[src/rtl/legup_mult_arbiter.sv]
// Round-robin arbiter that time-shares one pipelined multiplier among
// NUM_REQ requesters and routes each product back tagged with its owner.
module legup_mult_arbiter #(
    parameter int unsigned NUM_REQ  = 4,
    parameter int unsigned WIDTHA   = 32,
    parameter int unsigned WIDTHB   = 32,
    parameter int unsigned WIDTHP   = 64,
    parameter int unsigned PIPELINE = 3
) (
    input  logic                         clock,
    input  logic                         resetn,
    input  logic [NUM_REQ-1:0]           req_valid,
    output logic [NUM_REQ-1:0]           req_ready,
    input  logic [NUM_REQ*WIDTHA-1:0]    req_dataa,
    input  logic [NUM_REQ*WIDTHB-1:0]    req_datab,
    output logic                         res_valid,
    input  logic                         res_ready,
    output logic [$clog2(NUM_REQ)-1:0]   res_id,
    output logic [WIDTHP-1:0]            res_data,
    output logic [WIDTHA-1:0]            mult_dataa,
    output logic [WIDTHB-1:0]            mult_datab,
    output logic                         mult_clken,
    output logic                         mult_aclr,
    input  logic [WIDTHP-1:0]            mult_result,
    output logic                         busy
);

    localparam int unsigned ID_W  = $clog2(NUM_REQ);
    localparam int unsigned SUM_W = ID_W + 1;
    localparam int unsigned TAG_W = PIPELINE * ID_W;

    // Tag pipeline mirrors the multiplier stages; bit/entry PIPELINE-1 is the output stage.
    logic [PIPELINE-1:0]           tag_valid_q, tag_valid_d;
    logic [PIPELINE-1:0][ID_W-1:0] tag_id_q, tag_id_d;
    logic [ID_W-1:0]               rr_ptr_q, rr_ptr_d;

    logic            stall;
    logic            issue;
    logic            grant_found;
    logic [ID_W-1:0] grant_id;
    logic [SUM_W-1:0] search_sum;
    logic [ID_W-1:0] search_idx;

    // Backpressure only when a valid product sits unaccepted at the output stage.
    always_comb begin
        stall      = tag_valid_q[PIPELINE-1] & ~res_ready;
        issue      = resetn & ~stall & (|req_valid);
        mult_clken = ~stall | ~resetn;
        mult_aclr  = ~resetn;
    end

    // Round-robin search upward from rr_ptr, wrapping NUM_REQ-1 -> 0.
    always_comb begin
        grant_id    = rr_ptr_q;
        grant_found = 1'b0;
        search_sum  = '0;
        search_idx  = '0;
        for (int unsigned off = 0; off < NUM_REQ; off++) begin
            search_sum = {1'b0, rr_ptr_q} + SUM_W'(off);
            if (search_sum >= SUM_W'(NUM_REQ)) begin
                search_sum = search_sum - SUM_W'(NUM_REQ);
            end
            search_idx = ID_W'(search_sum);
            if (!grant_found && req_valid[search_idx]) begin
                grant_found = 1'b1;
                grant_id    = search_idx;
            end
        end
    end

    // Grant strobe and operand mux; operands are forced to zero when nothing issues.
    always_comb begin
        req_ready  = '0;
        mult_dataa = '0;
        mult_datab = '0;
        if (issue) begin
            req_ready[grant_id] = 1'b1;
            mult_dataa          = req_dataa[grant_id*WIDTHA +: WIDTHA];
            mult_datab          = req_datab[grant_id*WIDTHB +: WIDTHB];
        end
    end

    // Next-state: tags advance with the multiplier enable, pointer moves past the winner.
    always_comb begin
        tag_valid_d = tag_valid_q;
        tag_id_d    = tag_id_q;
        rr_ptr_d    = rr_ptr_q;
        if (mult_clken) begin
            tag_valid_d = (tag_valid_q << 1) | PIPELINE'(issue);
            tag_id_d    = (tag_id_q << ID_W) | TAG_W'(grant_id);
        end
        if (issue) begin
            rr_ptr_d = (grant_id == ID_W'(NUM_REQ - 1)) ? '0 : grant_id + ID_W'(1);
        end
    end

    // State registers with synchronous active-low reset.
    always_ff @(posedge clock) begin
        if (!resetn) begin
            tag_valid_q <= '0;
            tag_id_q    <= '0;
            rr_ptr_q    <= '0;
        end else begin
            tag_valid_q <= tag_valid_d;
            tag_id_q    <= tag_id_d;
            rr_ptr_q    <= rr_ptr_d;
        end
    end

    // Result side is a straight view of the output stage and the multiplier product.
    always_comb begin
        res_valid = tag_valid_q[PIPELINE-1];
        res_id    = tag_id_q[PIPELINE-1];
        res_data  = mult_result;
        busy      = |tag_valid_q;
    end

endmodule

[config.mk]
export PLATFORM = sky130hd
export DESIGN_NAME = legup_mult_arbiter
export DESIGN_NICKNAME = d
export VERILOG_FILES = /design/src/rtl/legup_mult_arbiter.sv
export SDC_FILE = /design/constraint.sdc
export NUM_CORES = 1
export LEC_CHECK = 0
export BUFFER_PORTS_ARGS = -buffer_cell sky130_fd_sc_hd__buf_2
export CAP_MARGIN = 20
export CORE_AREA = 3 3 179 181
export DETAILED_ROUTE_END_ITERATION = 8
export DIE_AREA = 0 0 182 184
export MAX_ROUTING_LAYER = met4
export PLACE_DENSITY = 0.39
export SLEW_MARGIN = 40
export SYNTH_ARGS = -nofsm -noshare
export SYNTH_HDL_FRONTEND = slang
export SYNTH_SLANG_ARGS = --single-unit
[constraint.sdc]
create_clock -name clock -period 3 [get_ports clock]
set_input_delay 0.15 -clock clock [delete_from_list [all_inputs] [get_ports clock]]
set_output_delay 0.15 -clock clock [all_outputs]
set_load 0.05 [all_outputs]
## Word level (Yosys, flattened, before mapping)

Index checks and enable logic that the tools add are counted.

| operators by class | value |
|---|---|
| bitwise gates (word level) | 9 |
| div/mod/pow operators | 0 |
| order comparisons | 10 |
| multiplexer cells | 25 |
| shift operators | 2 |
| $add $sub $neg | 8 |
| multiply operators | 0 |
| reductions and logical operators | 9 |
| equal/unequal tests | 1 |

Operators by type and width:

| kind | number |
|---|---|
| 128-bit by 8-bit indexed part select with 32-bit output | 2 |
| 32-bit 2-to-1 mux | 2 |
| 2-bit 2-to-1 mux | 9 |
| 2-bit by 3-bit < comparator with 1-bit output, second input constant | 5 |
| 3-bit greater-or-equal comparator, second input constant | 3 |
| 1-bit binary-select mux with 2-bit select | 4 |
| 1-bit 2-to-1 mux | 8 |
| 2-bit by 1-bit subtractor with 2-bit output, second input constant | 4 |
| 2-bit by 2-bit adder with 3-bit output, second input constant | 2 |
| 6-bit by 2-bit OR with 6-bit output | 1 |
| 1-bit logical AND | 4 |
| 4-bit 2-to-1 mux | 1 |
| 4-bit OR reduction | 1 |
| 2-bit by 1-bit adder with 3-bit output, second input constant | 1 |
| 1-bit bitwise AND | 3 |
| 2-bit by 3-bit greater-or-equal comparator with 1-bit output, second input constant | 1 |
| 1-bit zero test | 3 |
| 1-bit inverter | 3 |
| 3-bit by 1-bit OR with 3-bit output | 1 |
| 3-bit OR reduction | 1 |
| 2-bit by 1-bit adder with 2-bit output, second input constant | 1 |
| 1-bit demux with 2-bit select | 1 |
| 2-bit == test, second input constant | 1 |
| 2-bit by 1-bit greater-or-equal comparator with 1-bit output, second input constant | 1 |
| 1-bit OR | 1 |

| storage, ports and cells | value |
|---|---|
| memories | 0 |
| flip-flop bits (word level) | 11 |
| latch bits | 0 |
| ROM bits | 0 |
| memory bits (writable) | 0 |
| output and inout bits | 138 |

## Logic depth before layout (Yosys ltp)

Gate-level depths: netlist (run 1).

| logic depth | value |
|---|---|
| depth in word-level cells | 19 |
| gate-level depth with buffers | 9 |

## Worst setup path before layout (run 1)

No wires, ideal clock.

| path | value |
|---|---|
| kind | register to output |
| start point | register tag_valid_q[2] |
| end point | output port mult_dataa[0] |
| slack | 0.558 ns |
| stages on the path, launching flop included | 7 |
| required time | 2.850 ns |
| data arrival time | 2.292 ns |
| cells stage by stage | dfxtp_1 > nor2b_1 > nor3_1 > buf_2 > nand2_1 > clkbuf_1 > o22ai_1 |

| between the ends | value |
|---|---|
| cells in the longest elaborated chain, start to end | 5 |

RTL lines:

| what | RTL line | source |
|---|---|---|
| start: declaration | 33 | `logic [PIPELINE-1:0] tag_valid_q, tag_valid_d;` |
| start signal: assignment | 104 | `tag_valid_q <= tag_valid_d;` |
| 1-bit bitwise AND | 46 | `stall = tag_valid_q[PIPELINE-1] & ~res_ready;` |
| 1-bit inverter | 47 | `issue = resetn & ~stall & (\|req_valid);` |
| 1-bit bitwise AND (2 in a row) | 47 |  |
| 32-bit 2-to-1 mux | 76 | `if (issue) begin` |
| end: declaration | 20 | `output logic [WIDTHA-1:0] mult_dataa,` |

No other way between the ends.

## Final worst setup path (run 1)

| path | value |
|---|---|
| start point | register rr_ptr_q[1] |
| end point | output port mult_dataa[7] |

| between the ends | value |
|---|---|
| cells in the longest elaborated chain, start to end | 16 |

RTL lines:

| what | RTL line | source |
|---|---|---|
| start: declaration | 35 | `logic [ID_W-1:0] rr_ptr_q, rr_ptr_d;` |
| start signal: assignment | 106 | `rr_ptr_q <= rr_ptr_d;` |
| branches (longest 13 deep; another with 2-bit by 1-bit adder with 3-bit output) | n/a |  |
| 2-bit 2-to-1 mux (*) | 64 | `if (!grant_found && req_valid[search_idx]) begin` |
| 128-bit by 8-bit indexed part select with 32-bit output (*) | 78 | `mult_dataa = req_dataa[grant_id*WIDTHA +: WIDTHA];` |
| 32-bit 2-to-1 mux (*) | 76 |  |

Mark *: on every way between the ends. The select of a mux whose other input is x is not followed.

==> flow_summary.json, run 1 <==
{
  "grt_pass1_wl_mm": 19.5,
  "hold_class": "primary input to register",
  "tns_ns": 0,
  "cts.sinks": 11,
  "start_util_pct": 10.0,
  "fin_skew_ns": 0.00253,
  "holdWs_ns": 0.192,
  "leakagePower_nw": 2.47,
  "clockRootBuffer": "clkbuf_16",
  "utilization_pct": 15.2,
  "crit_fanout": 38,
  "coreArea_mm2": 0.0306,
  "drt.antenna.violating_nets": 0,
  "critPathLaunchType": "register",
  "die_height_um": 184,
  "design.portCount": 465,
  "viasPerCell": 3.60,
  "crit_path_end": "mult_dataa[7]",
  "critPathBufInv": 4,
  "cp_common_cell": "buf_12",
  "yosys_warnings": 0,
  "path_cells": "inv_1 -> a2bb2oi_1 -> o221a_4 -> buf_12 -> buf_12 -> mux2i_1 -> o22ai_1 -> buf_2",
  "power_frac_clock_pct": 7.1,
  "ys_seq_area_share_pct": 7.19,
  "wirelength_mm": 14.2,
  "gp_congestion": 0.735,
  "crit_path_max_incr_delay_ns": 0.39,
  "power_frac_comb_pct": 87.3,
  "p_per_area_mw_per_mm2": 742,
  "drive_above_1_share_pct": 58.7,
  "die_x_um": 182,
  "n_fill_cell": 3488,
  "ys_types": 28,
  "worstPathRequired_ns": 2.85,
  "remaining_drc_errors": 0,
  "hold_viol": 0,
  "crit_path_end_kind": "output port",
  "synthCells": 350,
  "port_buffers": 336,
  "drt_iter0_drc": 47,
  "startpoint": "rr_ptr_q[1]",
  "min_period_over_period_pct": 85.0,
  "grt_pass1_vias": 3552,
  "max_clock_freq_mhz": 392,
  "antenna_found_initial": 0,
  "holdBufCountCts": 0,
  "reg2reg_to": "rr_ptr_q[1]",
  "first_pass_iters": 5,
  "reg2reg_depth": 7,
  "overflow": 0,
  "seq_power_share_pct": 5.7,
  "cp_top_family": "buffers and inverters",
  "grt_max_degree": 50,
  "die_area_mm2": 0.0335,
  "rrSetupSlack_ns": 1.28,
  "rsz0062_at_grt": "no",
  "switching_share_pct": 60.3,
  "p_int_w": 0.00137,
  "avgSynthCellArea_um2": 8.75,
  "path_clk_slew_ns": 0.04,
  "ys_ff_latch": 11,
  "post-cts-setup-buffers": 0,
  "clock_path_buffers": 2,
  "area_growth_pct": 51.3,
  "outcome": "finished clean",
  "slew_violations": 0,
  "r2r_start": "rr_ptr_q[1]",
  "wl_per_cell_um": 14.2,
  "clock_latency_ns": 0.24,
  "crit_type": "register to output port",
  "num_vias": 3605,
  "slew_headroom_pct": 68.5,
  "maxCapViolations": 0,
  "total_power_w": 0.00344,
  "fin_crit_ns": 2.55,
  "grtUsageTotal_pct": 7.50,
  "fp-row-count": 64,
  "ctsResizeCount": 0,
  "worstSetupPathDepth": 8,
  "n_antenna_cell": 0,
  "worstPathArrival_ns": 2.40,
  "slowest_stage": "dfxtp_1",
  "htreeDepth": 1,
  "hpwl_mm": 11.9,
  "power.switching_w": 0.00207,
  "tritoncts": "done",
  "worst_pin_slew_ns": 0.470,
  "cts_inserted_buffers": 3,
  "peakVddDrop_mv": 0.265,
  "syn_nets": 681,
  "setup_viol": 0,
  "final_nets": 937,
  "syn_area_mm2": 0.00306
}
[registers in the layout (all words and copies together), names as in the netlist]
register     count
res_id           2
tag_valid_q      3
tag_id_q         4
rr_ptr_q         2
[worst min-delay path: stages]
cell and delay, ns:
buf_2 0.11, nand2_1 0.06, o21ai_0 0.06
[cells in the mapped netlist]
cell type	number	area (um^2)
o32ai_1	1	8.76
bufbuf_8	5	93.8
nor3_1	1	5.00
buf_6	2	22.5
nand2b_1	2	12.5
nand2_1	4	15.0
a2bb2oi_1	1	8.76
nor2b_1	3	18.8
or2_1	1	6.26
buf_12	8	160
a21o_1	2	15.0
ha_1	4	50.1
o21ai_2	1	8.76
or3_1	1	6.26
nor2_1	5	18.8
o22ai_1	64	400
a21oi_1	2	10.0
o21ai_0	3	15.0
o221a_1	1	11.3
buf_4	66	495
dfxtp_1	11	220
and2_1	5	31.3
clkbuf_1	13	48.8
buf_2	2	10.0
mux2i_1	128	1280
nor4_1	1	6.26
inv_1	6	22.5
a22o_1	7	61.3
[cells by family after synthesis]
| kind of cell | synth area share, % |
|---|---|
| compound gates | 17.6 |
| fa+ha+maj | 1.63 |
| flops | 7.19 |
| simple gates | 3.92 |
| mux | 41.8 |
| buf+inv | 27.8 |
[final cells by class]
class	instances	area [um^2]	area share, %
multi-input cells	237	2000	43.2
repair buffers	347	1810	39.1
well taps	396	495	10.7
flip-flops and latches	11	220	4.75
clock buffers	3	75.1	1.62
inverters	6	22.5	0.486
clock inverters	1	5.00	0.108
[layer usage]
| metal | vias up | track usage [%] | share of wire, % |
|---|---|---|---|
| met5 | - | - | 0 |
| met4 | 0 | 2.35 | 2.4 |
| met3 | 28 | 1.66 | 10 |
| met2 | 242 | 13.7 | 50 |
| met1 | 1581 | 8.08 | 37 |
| li1 | 1754 | - | - |
[placed cells by master, fill, tap and decap left out]
cell type  netlist  layout
buf_2            2     336
mux2i_1        128     128
o22ai_1         64      64
dfxtp_1         11      11
a22o_1           7       7
buf_4           66       7
inv_1            6       6
and2_1           5       5
nor2_1           5       5
ha_1             4       4
buf_12           8       4
nor2b_1          3       3
nand2_1          4       3
o21ai_0          3       3
clkbuf_16        0       3
a21o_1           2       2
a21oi_1          2       2
or2_1            1       1
o21ai_2          1       1
a2bb2oi_1        1       1
o221a_4          0       1
nor4_1           1       1
nor3_1           1       1
nand2_2          0       1
nand2b_2         0       1
or3_1            1       1
nand2b_1         2       1
o32ai_1          1       1
clkinv_2         0       1
[power by group through the flow]
stage               registers [W]  clock network (W)  logic [W]
global placement         0.000198                  0    0.00303
global route             0.000199           0.000260    0.00319
finish                   0.000196           0.000243    0.00300
CTS                      0.000196           0.000250    0.00304
floorplan                0.000195                  0    0.00275
detailed placement       0.000198                  0    0.00303
[through the flow]
step,area (um^2),std cells,setup slack [ns]
3_5_place_dp,4560,997,0.691
5_1_grt,4640,1001,0.350
2_1_floorplan,3060,350,0.558
4_1_cts,4640,1001,0.433
3_3_place_gp,4560,997,0.708
6_report,4640,1001,0.450
[worst min path at each step]
| stage | startpoint | to | cells past startpoint |
|---|---|---|---|
| 6_report | resetn | rr_ptr_q[1] | 3 |
| 5_1_grt | resetn | rr_ptr_q[1] | 3 |
| 4_1_cts | resetn | rr_ptr_q[1] | 3 |
| 3_5_place_dp | mult_result[10] | res_data[10] | 0 |
| 3_3_place_gp | mult_result[10] | res_data[10] | 0 |
| 2_1_floorplan | resetn | rr_ptr_q[1] | 2 |
Power figures use the tool's default switching activity.
==> run 2, diff against run 1 <==
==> constraint.sdc (replaced) <==
create_clock -name clock -period 3 [get_ports clock]
set_input_delay 0.6 -clock clock [delete_from_list [all_inputs] [get_ports clock]]
set_output_delay 0.6 -clock clock [all_outputs]
set_load 0.05 [all_outputs]
==> run 2 against run 1 <==
Against the previous run: global-route usage is 0.12 points higher; wire length increased by 5.0%; sequential power about the same; worst hold slack improved by 0.28 ns; die area unchanged; register-to-register slack lost 0.05 ns; final cell count grew 2.1%; core utilization increased by 1.2 points; count of clock-buffer cells in the layout up 1; critical path type is now primary input to output port; highest routed layer unchanged.
==> flow_summary.json, run 2 (synthesis gave the netlist of run 1 again) <==
{
  "min_to": "tag_id_q[3]",
  "cts.sinks": 11,
  "drive_above_1_share_pct": 59.9,
  "wl_per_cell_um": 14.6,
  "grt_pass1_wl_mm": 20.1,
  "peakVddDrop_mv": 0.218,
  "num_vias": 3783,
  "slew_violations": 0,
  "cp_top_family": "buffers and inverters",
  "r2r_start": "rr_ptr_q[1]",
  "reg2reg_to": "rr_ptr_q[1]",
  "slowest_stage": "o221a_4",
  "cts_inserted_buffers": 3,
  "clock_latency_ns": 0.24,
  "worstPathRequired_ns": 2.40,
  "wirelength_mm": 15.0,
  "use_met1_pct": 8.71,
  "worst_pin_slew_ns": 0.461,
  "coreArea_mm2": 0.0306,
  "final_cell_mix": "327 x buf_2, 128 x mux2i_1, 64 x o22ai_1",
  "outcome": "finished clean",
  "crit_path_end_kind": "output port",
  "cp_common_cell": "buf_2",
  "die_height_um": 184,
  "port_buffers": 336,
  "crit_fanout": 9,
  "maxCapViolations": 0,
  "top_regs": "tag_id_q x4, tag_valid_q x3",
  "gp_congestion": 0.735,
  "reg2reg_depth": 8,
  "rrSetupSlack_ns": 1.23,
  "fp-row-count": 64,
  "leakagePower_nw": 2.64,
  "whs_path_depth": 1,
  "grtUsageTotal_pct": 7.63,
  "overflow": 0,
  "stdcell_count": 1022,
  "grt_max_degree": 38,
  "antenna_found_initial": 0,
  "area_growth_pct": 63.7,
  "holdWs_ns": 0.470,
  "top_register": "tag_id_q",
  "remaining_drc_errors": 0,
  "path_cells": "buf_2 -> nor2_1 -> a2bb2oi_1 -> o221a_4 -> buf_4 -> clkbuf_16 -> mux2i_1 -> o22ai_1 -> buf_2",
  "slew_headroom_pct": 69.0,
  "top_usage_layer": "met2",
  "fin_crit_ns": 2.90,
  "hpwl_mm": 12.0,
  "max_clock_freq_mhz": 345,
  "placed_cells": 1013,
  "startpoint": "req_valid[0]",
  "setup_viol": 0,
  "layout_commonest_cell": "buf_2",
  "clockRootBuffer": "clkbuf_16",
  "place_worst_setup_slack_ns": 0.0710,
  "finalInstanceArea_mm2": 0.00501,
  "crit_type": "primary input to output port",
  "first_pass_iters": 4,
  "largest_reg_flops": 4,
  "n_fill_cell": 3519,
  "grtUsageMet2_pct": 13.3,
  "hold_start": "tag_id_q[1]",
  "drt.antenna.violating_nets": 0,
  "critPathBufInv": 4,
  "holdBufCountCts": 0,
  "postPlaceCellArea_mm2": 0.00481,
  "start_util_pct": 10.0,
  "critPathLaunchType": "primary input",
  "design.portCount": 465,
  "grt.met3_usage_pct": 1.70,
  "n_antenna_cell": 0,
  "drt_iter0_drc": 98,
  "final_nets": 958,
  "tritoncts": "done",
  "p_per_area_mw_per_mm2": 772,
  "worstPathArrival_ns": 2.30,
  "htreeDepth": 1,
  "clock_path_buffers": 2,
  "setup_ws_ns": 0.0999,
  "viasPerCell": 3.70,
  "crit_path_max_incr_delay_ns": 0.30,
  "die_area_mm2": 0.0335,
  "hold_viol": 0,
  "die_x_um": 182,
  "min_period_over_period_pct": 96.7,
  "fin_skew_ns": 0.00110,
  "hold_class": "register to register",
  "grt_pass1_vias": 3702,
  "path_clk_slew_ns": 0.04
}
[run 2: what timing repair did]
item | 4_1_cts | 5_1_grt
buffers inserted | 0 | 2
endpoints found under the setup margin | 0 | 20
resized for setup | 0 | 8
[run 2: worst reg2reg max path, cell delays in order, from the launching register on]
cell	delay, ns
dfxtp_1	0.41
inv_1	0.08
a2bb2oi_1	0.20
o221a_4	0.30
buf_16	0.19
buf_4	0.16
ha_1	0.21
nand2_1	0.05
o21ai_0	0.06
[run 2: per-stage QoR]
stage               utilization [%]  power [W]  setup TNS, ns
floorplan                         -    0.00295          -5.81
global placement               15.7    0.00347              0
detailed placement             15.7    0.00347              0
CTS                            16.0    0.00372              0
global route                   16.4    0.00411      -0.000535
finish                         16.4    0.00387              0
[run 2: worst max-delay path by stage]
stage | endpoint | slack [ns] | cells after the start
2_1_floorplan | mult_dataa[0] | -0.1 | 6
3_3_place_gp | mult_dataa[7] | 0.08 | 9
3_5_place_dp | mult_dataa[10] | 0.07 | 9
4_1_cts | mult_dataa[10] | 0.07 | 9
5_1_grt | mult_dataa[10] | -0.0005 | 9
6_report | mult_dataa[5] | 0.1 | 9
[run 2: power by group]
| part | total [W] | switching, W | internal (W) |
|---|---|---|---|
| clock network | 0.000243 | 0.0000647 | 0.000178 |
| logic | 0.00343 | 0.00209 | 0.00134 |
| registers | 0.000197 | 0.0000233 | 0.000174 |
| total | 0.00387 | 0.00217 | 0.00170 |
[run 2: cell type report]
class / instances / area, um^2 / area share (%)
multi-input combinational: 237 / 2000 / 40.0
tap: 396 / 495 / 9.88
clock buffer: 4 / 78.8 / 1.57
inverter: 6 / 22.5 / 0.449
timing repair buffer: 368 / 2190 / 43.7
sequential: 11 / 220 / 4.39
[run 2: metal layers]
| metal | vias to the layer above | wire length [um] |
|---|---|---|
| met4 | 0 | 394 |
| li1 | 1799 | - |
| met3 | 35 | 1440 |
| met1 | 1705 | 5740 |
| met5 | - | 0 |
| met2 | 244 | 7380 |
